[src/rtl/sy_ppl_fpu_rob_if.sv]
// sy_ppl_fpu_rob_if: opcode/fu types and the decode/csr/core/retire bus of the FPU ROB (slave = ROB side, master = environment)
package sy_ppl_fpu_rob_pkg;
  typedef enum logic [4:0] {
    FADD, FSUB, FMUL, FDIV, FSQRT, FMADD, FMSUB, FNMADD, FNMSUB, FSGNJ,
    FMIN_MAX, FCMP, FCLASS, FMV_X2F, FMV_F2X, FCVT_F2F, FCVT_F2I, FCVT_I2F
  } fpu_opcode_t;
  typedef enum logic [2:0] {FU_NONE, FU_ALU, FU_LSU, FU_MUL, FU_FPU} fu_t;
endpackage

interface sy_ppl_fpu_rob_if #(parameter int DWTH = 64, parameter int FLEN = 64, parameter int DEPTH = 4);
  import sy_ppl_fpu_rob_pkg::*;
  localparam int TAG_W = $clog2(DEPTH);
  typedef struct packed {
    fu_t fu;
    fpu_opcode_t operation;
    logic [DWTH-1:0] operand_a;
    logic [DWTH-1:0] operand_b;
    logic [DWTH-1:0] imm;
    logic [TAG_W-1:0] trans_id;
  } fu_data_t;
  logic flush_i;
  logic dec_fpu__valid_i;
  logic fpu_dec__ready_o;
  fpu_opcode_t dec_fpu__opcode_i;
  logic [DWTH-1:0] dec_fpu__rs1_data_i;
  logic [DWTH-1:0] dec_fpu__rs2_data_i;
  logic [DWTH-1:0] dec_fpu__rs3_data_i;
  logic [1:0] dec_fpu__fmt_i;
  logic [2:0] dec_fpu__rm_i;
  logic [2:0] csr_fpu__frm_i;
  logic [6:0] csr_fpu__prec_i;
  logic csr_fpu__fflags_clr_i;
  logic fpu_core__valid_o;
  logic core_fpu__ready_i;
  fu_data_t fpu_core__data_o;
  logic [2:0] fpu_core__rm_o;
  logic [1:0] fpu_core__fmt_o;
  logic [6:0] fpu_core__prec_o;
  logic core_fpu__valid_i;
  logic [TAG_W-1:0] core_fpu__trans_id_i;
  logic [FLEN-1:0] core_fpu__result_i;
  logic [4:0] core_fpu__status_i;
  logic fpu_dec__valid_o;
  logic dec_fpu__ready_i;
  logic [FLEN-1:0] fpu_dec__result_o;
  logic [4:0] fpu_dec__status_o;
  logic [4:0] fpu_dec__fflags_o;
  modport slave (
    input flush_i, dec_fpu__valid_i, dec_fpu__opcode_i, dec_fpu__rs1_data_i, dec_fpu__rs2_data_i,
          dec_fpu__rs3_data_i, dec_fpu__fmt_i, dec_fpu__rm_i, csr_fpu__frm_i, csr_fpu__prec_i,
          csr_fpu__fflags_clr_i, core_fpu__ready_i, core_fpu__valid_i, core_fpu__trans_id_i,
          core_fpu__result_i, core_fpu__status_i, dec_fpu__ready_i,
    output fpu_dec__ready_o, fpu_core__valid_o, fpu_core__data_o, fpu_core__rm_o, fpu_core__fmt_o,
           fpu_core__prec_o, fpu_dec__valid_o, fpu_dec__result_o, fpu_dec__status_o, fpu_dec__fflags_o
  );
  modport master (
    output flush_i, dec_fpu__valid_i, dec_fpu__opcode_i, dec_fpu__rs1_data_i, dec_fpu__rs2_data_i,
           dec_fpu__rs3_data_i, dec_fpu__fmt_i, dec_fpu__rm_i, csr_fpu__frm_i, csr_fpu__prec_i,
           csr_fpu__fflags_clr_i, core_fpu__ready_i, core_fpu__valid_i, core_fpu__trans_id_i,
           core_fpu__result_i, core_fpu__status_i, dec_fpu__ready_i,
    input fpu_dec__ready_o, fpu_core__valid_o, fpu_core__data_o, fpu_core__rm_o, fpu_core__fmt_o,
          fpu_core__prec_o, fpu_dec__valid_o, fpu_dec__result_o, fpu_dec__status_o, fpu_dec__fflags_o
  );
endinterface

[src/rtl/sy_ppl_fpu_rob.sv]
// sy_ppl_fpu_rob: FPU issue/in-order-retire ROB; ports clk_i, rst_i, bus (decode issue, csr, core issue/complete, decode retire, fflags)
module sy_ppl_fpu_rob #(parameter int DWTH = 64, parameter int FLEN = 64, parameter int DEPTH = 4) (
  input logic clk_i,
  input logic rst_i,
  sy_ppl_fpu_rob_if.slave bus
);
  import sy_ppl_fpu_rob_pkg::*;
  localparam int TAG_W = $clog2(DEPTH);
  localparam int CW = TAG_W + 1;
  logic [DEPTH-1:0] busy_q, busy_d, done_q, done_d, core_q, core_d, hmask;
  logic [FLEN-1:0] res_q [DEPTH];
  logic [FLEN-1:0] res_d [DEPTH];
  logic [4:0] sts_q [DEPTH];
  logic [4:0] sts_d [DEPTH];
  logic [TAG_W-1:0] head_q, head_d, tail_q, tail_d, nidx, tid;
  logic [CW-1:0] cnt_q, cnt_d, pend_q, pend_d;
  logic out_v_q, out_v_d;
  logic [FLEN-1:0] out_r_q, out_r_d;
  logic [4:0] out_s_q, out_s_d, ff_q, ff_d;
  logic [2:0] rm;
  logic illegal, open, rdy, cv, accept, take, load, hit;
  logic [DWTH-1:0] a, b, imm;
  always_comb begin
    rm = bus.dec_fpu__rm_i == 3'b111 ? bus.csr_fpu__frm_i : bus.dec_fpu__rm_i;
    illegal = rm >= 3'd5;
    open = cnt_q != CW'(DEPTH) & pend_q == '0 & !bus.flush_i;
    rdy = open & (bus.core_fpu__ready_i | illegal);
    cv = bus.dec_fpu__valid_i & open & !illegal;
    accept = bus.dec_fpu__valid_i & rdy;
    take = out_v_q & bus.dec_fpu__ready_i;
    a = bus.dec_fpu__rs1_data_i;
    b = bus.dec_fpu__rs2_data_i;
    imm = bus.dec_fpu__rs3_data_i;
    case (bus.dec_fpu__opcode_i)
      FADD: begin a = '0; b = bus.dec_fpu__rs1_data_i; imm = bus.dec_fpu__rs2_data_i; end
      FSUB, FMV_X2F, FMV_F2X, FCLASS: begin b = bus.dec_fpu__rs1_data_i; imm = bus.dec_fpu__rs2_data_i; end
      FSQRT: b = '0;
      FCVT_F2F, FCVT_F2I, FCVT_I2F: b = bus.dec_fpu__rs1_data_i;
      default: ;
    endcase
    bus.fpu_dec__ready_o = rdy;
    bus.fpu_core__valid_o = cv;
    bus.fpu_core__data_o = '0;
    if (cv) begin
      bus.fpu_core__data_o.fu = FU_FPU;
      bus.fpu_core__data_o.operation = bus.dec_fpu__opcode_i;
      bus.fpu_core__data_o.operand_a = a;
      bus.fpu_core__data_o.operand_b = b;
      bus.fpu_core__data_o.imm = imm;
      bus.fpu_core__data_o.trans_id = tail_q;
    end
    bus.fpu_core__rm_o = cv ? rm : '0;
    bus.fpu_core__fmt_o = cv ? bus.dec_fpu__fmt_i : '0;
    bus.fpu_core__prec_o = cv ? bus.csr_fpu__prec_i : '0;
    bus.fpu_dec__valid_o = out_v_q;
    bus.fpu_dec__result_o = out_r_q;
    bus.fpu_dec__status_o = out_s_q;
    bus.fpu_dec__fflags_o = ff_q;
  end
  always_comb begin
    busy_d = busy_q;
    done_d = done_q;
    core_d = core_q;
    res_d = res_q;
    sts_d = sts_q;
    head_d = head_q;
    tail_d = tail_q;
    pend_d = pend_q;
    out_v_d = out_v_q;
    out_r_d = out_r_q;
    out_s_d = out_s_q;
    tid = bus.core_fpu__trans_id_i;
    hit = bus.core_fpu__valid_i & busy_q[tid];
    hmask = DEPTH'(hit) << tid;
    if (bus.core_fpu__valid_i & !busy_q[tid] & pend_q != '0) pend_d = pend_q - CW'(1);
    if (hit) begin
      res_d[tid] = bus.core_fpu__result_i;
      sts_d[tid] = bus.core_fpu__status_i;
      done_d[tid] = 1'b1;
    end
    if (accept) begin
      busy_d[tail_q] = 1'b1;
      done_d[tail_q] = illegal;
      core_d[tail_q] = !illegal;
      res_d[tail_q] = '0;
      sts_d[tail_q] = illegal ? 5'b10000 : 5'b0;
      tail_d = tail_q + TAG_W'(1);
    end
    nidx = take ? head_q + TAG_W'(1) : head_q;
    load = busy_q[nidx] & done_q[nidx] & (!out_v_q | take);
    if (take) begin
      busy_d[head_q] = 1'b0;
      done_d[head_q] = 1'b0;
      core_d[head_q] = 1'b0;
      head_d = head_q + TAG_W'(1);
      out_v_d = 1'b0;
    end
    if (load) begin
      out_v_d = 1'b1;
      out_r_d = res_q[nidx];
      out_s_d = sts_q[nidx];
    end
    cnt_d = cnt_q + CW'(accept) - CW'(take);
    ff_d = (bus.csr_fpu__fflags_clr_i ? 5'b0 : ff_q) | (take ? out_s_q : 5'b0);
    if (bus.flush_i) begin
      pend_d = pend_d + CW'($countones(busy_q & core_q & ~done_q & ~hmask));
      busy_d = '0;
      done_d = '0;
      core_d = '0;
      head_d = tail_q;
      cnt_d = '0;
      out_v_d = 1'b0;
    end
  end
  always_ff @(posedge clk_i) begin
    if (rst_i) begin
      busy_q <= '0;
      done_q <= '0;
      core_q <= '0;
      res_q <= '{default: '0};
      sts_q <= '{default: '0};
      head_q <= '0;
      tail_q <= '0;
      cnt_q <= '0;
      pend_q <= '0;
      out_v_q <= 1'b0;
      out_r_q <= '0;
      out_s_q <= '0;
      ff_q <= '0;
    end else begin
      busy_q <= busy_d;
      done_q <= done_d;
      core_q <= core_d;
      res_q <= res_d;
      sts_q <= sts_d;
      head_q <= head_d;
      tail_q <= tail_d;
      cnt_q <= cnt_d;
      pend_q <= pend_d;
      out_v_q <= out_v_d;
      out_r_q <= out_r_d;
      out_s_q <= out_s_d;
      ff_q <= ff_d;
    end
  end
endmodule

[src/flat_wrapper.sv]
// flat-port wrapper written by rule: the top's interface ports become plain ports
module sy_ppl_fpu_rob_flat import sy_ppl_fpu_rob_pkg::*;
#(parameter int DWTH = 64, parameter int FLEN = 64, parameter int DEPTH = 4)
  (clk_i, rst_i, bus_flush_i, bus_dec_fpu__valid_i, bus_dec_fpu__opcode_i, bus_dec_fpu__rs1_data_i, bus_dec_fpu__rs2_data_i, bus_dec_fpu__rs3_data_i, bus_dec_fpu__fmt_i, bus_dec_fpu__rm_i, bus_csr_fpu__frm_i, bus_csr_fpu__prec_i, bus_csr_fpu__fflags_clr_i, bus_core_fpu__ready_i, bus_core_fpu__valid_i, bus_core_fpu__trans_id_i, bus_core_fpu__result_i, bus_core_fpu__status_i, bus_dec_fpu__ready_i, bus_fpu_dec__ready_o, bus_fpu_core__valid_o, bus_fpu_core__data_o, bus_fpu_core__rm_o, bus_fpu_core__fmt_o, bus_fpu_core__prec_o, bus_fpu_dec__valid_o, bus_fpu_dec__result_o, bus_fpu_dec__status_o, bus_fpu_dec__fflags_o);
  sy_ppl_fpu_rob_if #(.DWTH(DWTH), .FLEN(FLEN), .DEPTH(DEPTH)) bus_i ();
  input logic clk_i;
  input logic rst_i;
  input wire logic [$bits(bus_i.flush_i)-1:0] bus_flush_i;
  input wire logic [$bits(bus_i.dec_fpu__valid_i)-1:0] bus_dec_fpu__valid_i;
  input wire logic [$bits(bus_i.dec_fpu__opcode_i)-1:0] bus_dec_fpu__opcode_i;
  input wire logic [$bits(bus_i.dec_fpu__rs1_data_i)-1:0] bus_dec_fpu__rs1_data_i;
  input wire logic [$bits(bus_i.dec_fpu__rs2_data_i)-1:0] bus_dec_fpu__rs2_data_i;
  input wire logic [$bits(bus_i.dec_fpu__rs3_data_i)-1:0] bus_dec_fpu__rs3_data_i;
  input wire logic [$bits(bus_i.dec_fpu__fmt_i)-1:0] bus_dec_fpu__fmt_i;
  input wire logic [$bits(bus_i.dec_fpu__rm_i)-1:0] bus_dec_fpu__rm_i;
  input wire logic [$bits(bus_i.csr_fpu__frm_i)-1:0] bus_csr_fpu__frm_i;
  input wire logic [$bits(bus_i.csr_fpu__prec_i)-1:0] bus_csr_fpu__prec_i;
  input wire logic [$bits(bus_i.csr_fpu__fflags_clr_i)-1:0] bus_csr_fpu__fflags_clr_i;
  input wire logic [$bits(bus_i.core_fpu__ready_i)-1:0] bus_core_fpu__ready_i;
  input wire logic [$bits(bus_i.core_fpu__valid_i)-1:0] bus_core_fpu__valid_i;
  input wire logic [$bits(bus_i.core_fpu__trans_id_i)-1:0] bus_core_fpu__trans_id_i;
  input wire logic [$bits(bus_i.core_fpu__result_i)-1:0] bus_core_fpu__result_i;
  input wire logic [$bits(bus_i.core_fpu__status_i)-1:0] bus_core_fpu__status_i;
  input wire logic [$bits(bus_i.dec_fpu__ready_i)-1:0] bus_dec_fpu__ready_i;
  output wire logic [$bits(bus_i.fpu_dec__ready_o)-1:0] bus_fpu_dec__ready_o;
  output wire logic [$bits(bus_i.fpu_core__valid_o)-1:0] bus_fpu_core__valid_o;
  output wire logic [$bits(bus_i.fpu_core__data_o)-1:0] bus_fpu_core__data_o;
  output wire logic [$bits(bus_i.fpu_core__rm_o)-1:0] bus_fpu_core__rm_o;
  output wire logic [$bits(bus_i.fpu_core__fmt_o)-1:0] bus_fpu_core__fmt_o;
  output wire logic [$bits(bus_i.fpu_core__prec_o)-1:0] bus_fpu_core__prec_o;
  output wire logic [$bits(bus_i.fpu_dec__valid_o)-1:0] bus_fpu_dec__valid_o;
  output wire logic [$bits(bus_i.fpu_dec__result_o)-1:0] bus_fpu_dec__result_o;
  output wire logic [$bits(bus_i.fpu_dec__status_o)-1:0] bus_fpu_dec__status_o;
  output wire logic [$bits(bus_i.fpu_dec__fflags_o)-1:0] bus_fpu_dec__fflags_o;
  assign bus_i.flush_i = bus_flush_i;
  assign bus_i.dec_fpu__valid_i = bus_dec_fpu__valid_i;
  assign bus_i.dec_fpu__opcode_i = bus_dec_fpu__opcode_i;
  assign bus_i.dec_fpu__rs1_data_i = bus_dec_fpu__rs1_data_i;
  assign bus_i.dec_fpu__rs2_data_i = bus_dec_fpu__rs2_data_i;
  assign bus_i.dec_fpu__rs3_data_i = bus_dec_fpu__rs3_data_i;
  assign bus_i.dec_fpu__fmt_i = bus_dec_fpu__fmt_i;
  assign bus_i.dec_fpu__rm_i = bus_dec_fpu__rm_i;
  assign bus_i.csr_fpu__frm_i = bus_csr_fpu__frm_i;
  assign bus_i.csr_fpu__prec_i = bus_csr_fpu__prec_i;
  assign bus_i.csr_fpu__fflags_clr_i = bus_csr_fpu__fflags_clr_i;
  assign bus_i.core_fpu__ready_i = bus_core_fpu__ready_i;
  assign bus_i.core_fpu__valid_i = bus_core_fpu__valid_i;
  assign bus_i.core_fpu__trans_id_i = bus_core_fpu__trans_id_i;
  assign bus_i.core_fpu__result_i = bus_core_fpu__result_i;
  assign bus_i.core_fpu__status_i = bus_core_fpu__status_i;
  assign bus_i.dec_fpu__ready_i = bus_dec_fpu__ready_i;
  assign bus_fpu_dec__ready_o = bus_i.fpu_dec__ready_o;
  assign bus_fpu_core__valid_o = bus_i.fpu_core__valid_o;
  assign bus_fpu_core__data_o = bus_i.fpu_core__data_o;
  assign bus_fpu_core__rm_o = bus_i.fpu_core__rm_o;
  assign bus_fpu_core__fmt_o = bus_i.fpu_core__fmt_o;
  assign bus_fpu_core__prec_o = bus_i.fpu_core__prec_o;
  assign bus_fpu_dec__valid_o = bus_i.fpu_dec__valid_o;
  assign bus_fpu_dec__result_o = bus_i.fpu_dec__result_o;
  assign bus_fpu_dec__status_o = bus_i.fpu_dec__status_o;
  assign bus_fpu_dec__fflags_o = bus_i.fpu_dec__fflags_o;
  sy_ppl_fpu_rob #(.DWTH(DWTH), .FLEN(FLEN), .DEPTH(DEPTH)) u_core (.clk_i(clk_i), .rst_i(rst_i), .bus(bus_i));
endmodule
[config.mk]
export PLATFORM = sky130hd
export DESIGN_NAME = sy_ppl_fpu_rob_flat
export DESIGN_NICKNAME = d
export VERILOG_FILES = /design/src/rtl/sy_ppl_fpu_rob_if.sv /design/src/rtl/sy_ppl_fpu_rob.sv /design/src/flat_wrapper.sv
export SDC_FILE = /design/constraint.sdc
export NUM_CORES = 1
export LEC_CHECK = 0
export CAP_MARGIN = 20
export CELL_PAD_IN_SITES_DETAIL_PLACEMENT = 1
export CELL_PAD_IN_SITES_GLOBAL_PLACEMENT = 1
export CORE_ASPECT_RATIO = 1.25
export CORE_UTILIZATION = 35
export DETAILED_ROUTE_END_ITERATION = 12
export PLACE_DENSITY_LB_ADDON = 0.1
export SYNTH_ARGS = -nofsm -noshare
export SYNTH_HDL_FRONTEND = slang
export SYNTH_SLANG_ARGS = --single-unit
[constraint.sdc]
create_clock -name clk_i -period 4.9 [get_ports clk_i]
set_input_delay 1.225 -clock clk_i [delete_from_list [all_inputs] [get_ports clk_i]]
set_output_delay 1.225 -clock clk_i [all_outputs]
set_load 0.01 [all_outputs]
==> impl_metrics.csv <==
group,metric,value,unit
clock_tree,cts_tree,"done",
run_status,status,"complete, no violations",
clock_tree,clk_pin_slew_worst_paths,0.06,ns
global_route,antenna_found_initial,17,
sta,worst_pin_slew,1.207,ns
sta,slew-limit-headroom,19.51,%
hold_path,hold_class,"reg -> reg",
placed_design,post-dp-hpwl,87740,um
global_route,grt_pass1_vias,22260,
final_layout,area_growth,44.23,%
run,max-cap-violations,0,
die,die_w,217.2,um
yosys,seq_area_frac_synth,36.87,%
clock_tree,clock-root-buffer,"clkbuf_16",
power,power_density,268.2,nW/um^2
routing,ant_nets,0,
final_layout,utilization,51.13,%
clock_tree,clk_latency,0.59,ns
clock_tree,cts_hold_buf,0,
global_route,overflow,0,
sta,rsz0062_at_grt,"false",
worst_setup_path,cp_cell_sequence,"clkdlybuf4s50_1 -> inv_1 -> a2111oi_4 -> nand2_4 -> nor3_4 -> buf_4 -> buf_12 -> a22o_1 -> clkdlybuf4s50_1",
worst_setup_path,start_kind,"input pin",
worst_setup_path,crit_fanout,27,
yosys,ys_async_sr_fraction,0,%
yosys,synth_ff_type,"dfxtp_1",
yosys,syn_avg_cell_area,8.356,um^2
worst_setup_path,reg2reg_to,"u_core.bus.fpu_dec__result_o[20]$_SDFFE_PP0P_",
power,leakage,9.614,nW
worst_setup_path,r2r_cells,8,
sta,min_period,4.856,ns
clock_tree,numClockSinks,373,
routing,wl_per_cell,32.23,um
yosys,synth_edf_count,0,
routing,vias,21870,
global_route,grt_pass1_wl,167900,um
power,max-vdd-ir-drop,0.2424,mV
yosys,synth_top_cells_by_count,"nand2_1, dfxtp_1, a21oi_1, mux2i_1, clkbuf_1",
worst_setup_path,end_kind,"output pin",
yosys,ys_warn_count,0,
final_layout,fill_cells,6581,
die,fp.coreArea,57140,um^2
yosys,synth_area_leaders,"dfxtp_1, mux2i_1, nand2_1",
routing,drt-pass1-iter-count,5,
worst_setup_path,setup.worst_path.start,"bus_dec_fpu__valid_i",
worst_setup_path,max_stage_delay,0.58,ns
sta,clock_skew,0.03515,ns
worst_setup_path,crit_end,"bus_fpu_core__data_o[74]",
yosys,yosysMostFrequentCell,"nand2_1",
yosys,synth_top_area_share,36.87,%
worst_setup_path,cp_slowest_cell,"clkdlybuf4s50_1",
routing,drtIter0Drc,1659,
worst_setup_path,cp.required,3.67,ns
global_route,grt_max_degree,143,
worst_setup_path,r2r-start,"u_core.head_q[0]$_SDFF_PP0_",
clock_tree,htreeDepth,2,
yosys,yosysTopAreaCell,"dfxtp_1",
routing,wirelength,120000,um
die,die_area,58840,um^2
die,fp-row-count,98,
placed_design,post-place-ws,-0.01136,ns
clock_tree,cts_buffers,42,
yosys,synth-seq-cells,373,
final_layout,final_nets,3244,
routing,drc,0,
worst_setup_path,r2r_setup_slack,1.36,ns
die,die_y,271.0,um
sta,fin_ws,0.04400,ns
placed_design,portBuffers,579,
worst_setup_path,crit_type,"in -> out",
placed_design,gp_congestion,1.051,
sta,max_freq,205.9,MHz
yosys,syn_inst,2424,
global_route,track_usage,39.95,%
clock_tree,clockBufferDepth,3,
sta,worst_hold_slack,0.4698,ns
die,io_pins,582,
die,start_util,35.45,%
yosys,syn_area,20250,um^2
sta,drv_slew,0,
final_layout,layout-drive-gt1-share,11.22,%
placed_design,placed_cells,3639,
yosys,synth.distinct_cells,59,
sta,hold_violations,0,
sta,fin_crit_sh,99.10,%
sta,setup_viol,0,
worst_setup_path,cp.arrival,3.63,ns
routing,vias_per_cell,5.874,
worst_setup_path,crit_top_cell,"clkdlybuf4s50_1",
final_layout,final_cells,3724,
-- layer usage --
metal	global-route usage, %	up-vias	routed length (um)
met1	50.02	11170	47720
met4	14.12	16	4648
li1	-	9486	-
met3	13.04	196	12890
met2	63.76	1003	54690
met5	0	-	88
-- cell families after synthesis --
logic type	synth area share, %
other	0.01851
multiplexers	21.63
AO/OA/AOI/OAI	15.91
XOR/XNOR	0.2594
buffers and inverters	5.047
flip-flops	36.87
AND/OR/NAND/NOR	19.05
adder cells (fa/ha/maj)	1.223
-- registers in the layout (all words and copies together) (netlist names) --
register                      count
u_core.pend_q                     3
u_core.core_q                     4
u_core.done_q                     4
u_core.head_q                     2
u_core.bus.fpu_dec__result_o     64
u_core.tail_q                     2
u_core.cnt_q                      3
u_core.bus.fpu_dec__status_o      5
u_core.bus.fpu_dec__valid_o       1
u_core.bus.fpu_dec__fflags_o      5
u_core.busy_q                     4
u_core.sts_q                     20
u_core.res_q                    256
-- how the worst min path moves through the flow --
| stage | start | endpoint | slack (ns) | depth (start not counted) |
|---|---|---|---|---|
| 5_1_grt | u_core.res_q[164]$_SDFF_PP0_ | u_core.res_q[164]$_SDFF_PP0_ | 0.48 | 2 |
| 2_1_floorplan | u_core.res_q[171]$_SDFF_PP0_ | u_core.res_q[171]$_SDFF_PP0_ | 0.45 | 2 |
| 3_3_place_gp | u_core.res_q[251]$_SDFF_PP0_ | u_core.res_q[251]$_SDFF_PP0_ | 0.45 | 2 |
| 6_report | u_core.res_q[224]$_SDFF_PP0_ | u_core.res_q[224]$_SDFF_PP0_ | 0.47 | 2 |
| 4_1_cts | u_core.res_q[164]$_SDFF_PP0_ | u_core.res_q[164]$_SDFF_PP0_ | 0.47 | 2 |
| 3_5_place_dp | u_core.res_q[164]$_SDFF_PP0_ | u_core.res_q[164]$_SDFF_PP0_ | 0.46 | 2 |
-- critical path, delay by kind of cell --
| kind | cells | cell delay [ns] |
|---|---|---|
| AOI/OAI and AO/OA | 2 | 0.53 |
| buffers and inverters | 5 | 1.45 |
| and+or+nand+nor | 2 | 0.39 |
-- what timing repair did --
| item | in CTS | in global routing |
|---|---|---|
| gates resized for setup | 0 | 6 |
| buffers inserted | 0 | 2 |
| endpoints found under the hold margin | 0 | 0 |
| setup endpoints to repair | 5 | 75 |
| pin swaps | 1 | 1 |
-- cells in the final DEF (no fill, tap or decap), drive strengths merged, types with 4 or more instances in the layout --
master         instances
a211oi                75
a21o                   4
a21oi                354
a221oi                 4
a22o                  64
and2                  73
and3                  16
buf                  168
bufinv                 5
clkbuf                66
clkdlybuf4s50        513
clkinv                 6
dfxtp                373
diode                  6
ha                    15
inv                   16
mux2i                279
mux4                  70
nand2                691
nand3                  4
nor2                  28
nor2b                  7
nor3                  78
o21a                   4
o21ai                  5
xnor2                  5
-- layout make-up --
class,count,area [um^2],area share [%]
Multi-Input combinational cell,1819,11890,40.71
Clock inverter,11,209.0,0.7153
Tap cell,750,938.4,3.212
Inverter,16,61.31,0.2099
Clock buffer,66,1271,4.352
Timing Repair Buffer,683,7355,25.18
Sequential cell,373,7471,25.57
Antenna cell,6,15.01,0.05140
-- per-stage QoR --
stage / cell area (um^2) / setup TNS [ns] / total power [mW]
2_1_floorplan: 20260 / 0 / 3.552
3_3_place_gp: 27690 / 0 / 4.456
3_5_place_dp: 27690 / -0.01146 / 4.461
4_1_cts: 29170 / 0 / 7.844
5_1_grt: 29210 / 0 / 8.013
6_report: 29210 / 0 / 7.835
-- report_power, final --
part           internal, mW  switching, mW
Clock                  2.05           1.36
Combinational         0.628          0.745
Sequential             3.04        0.00979
Total                  5.72           2.11
Power figures use the tool's default switching activity.
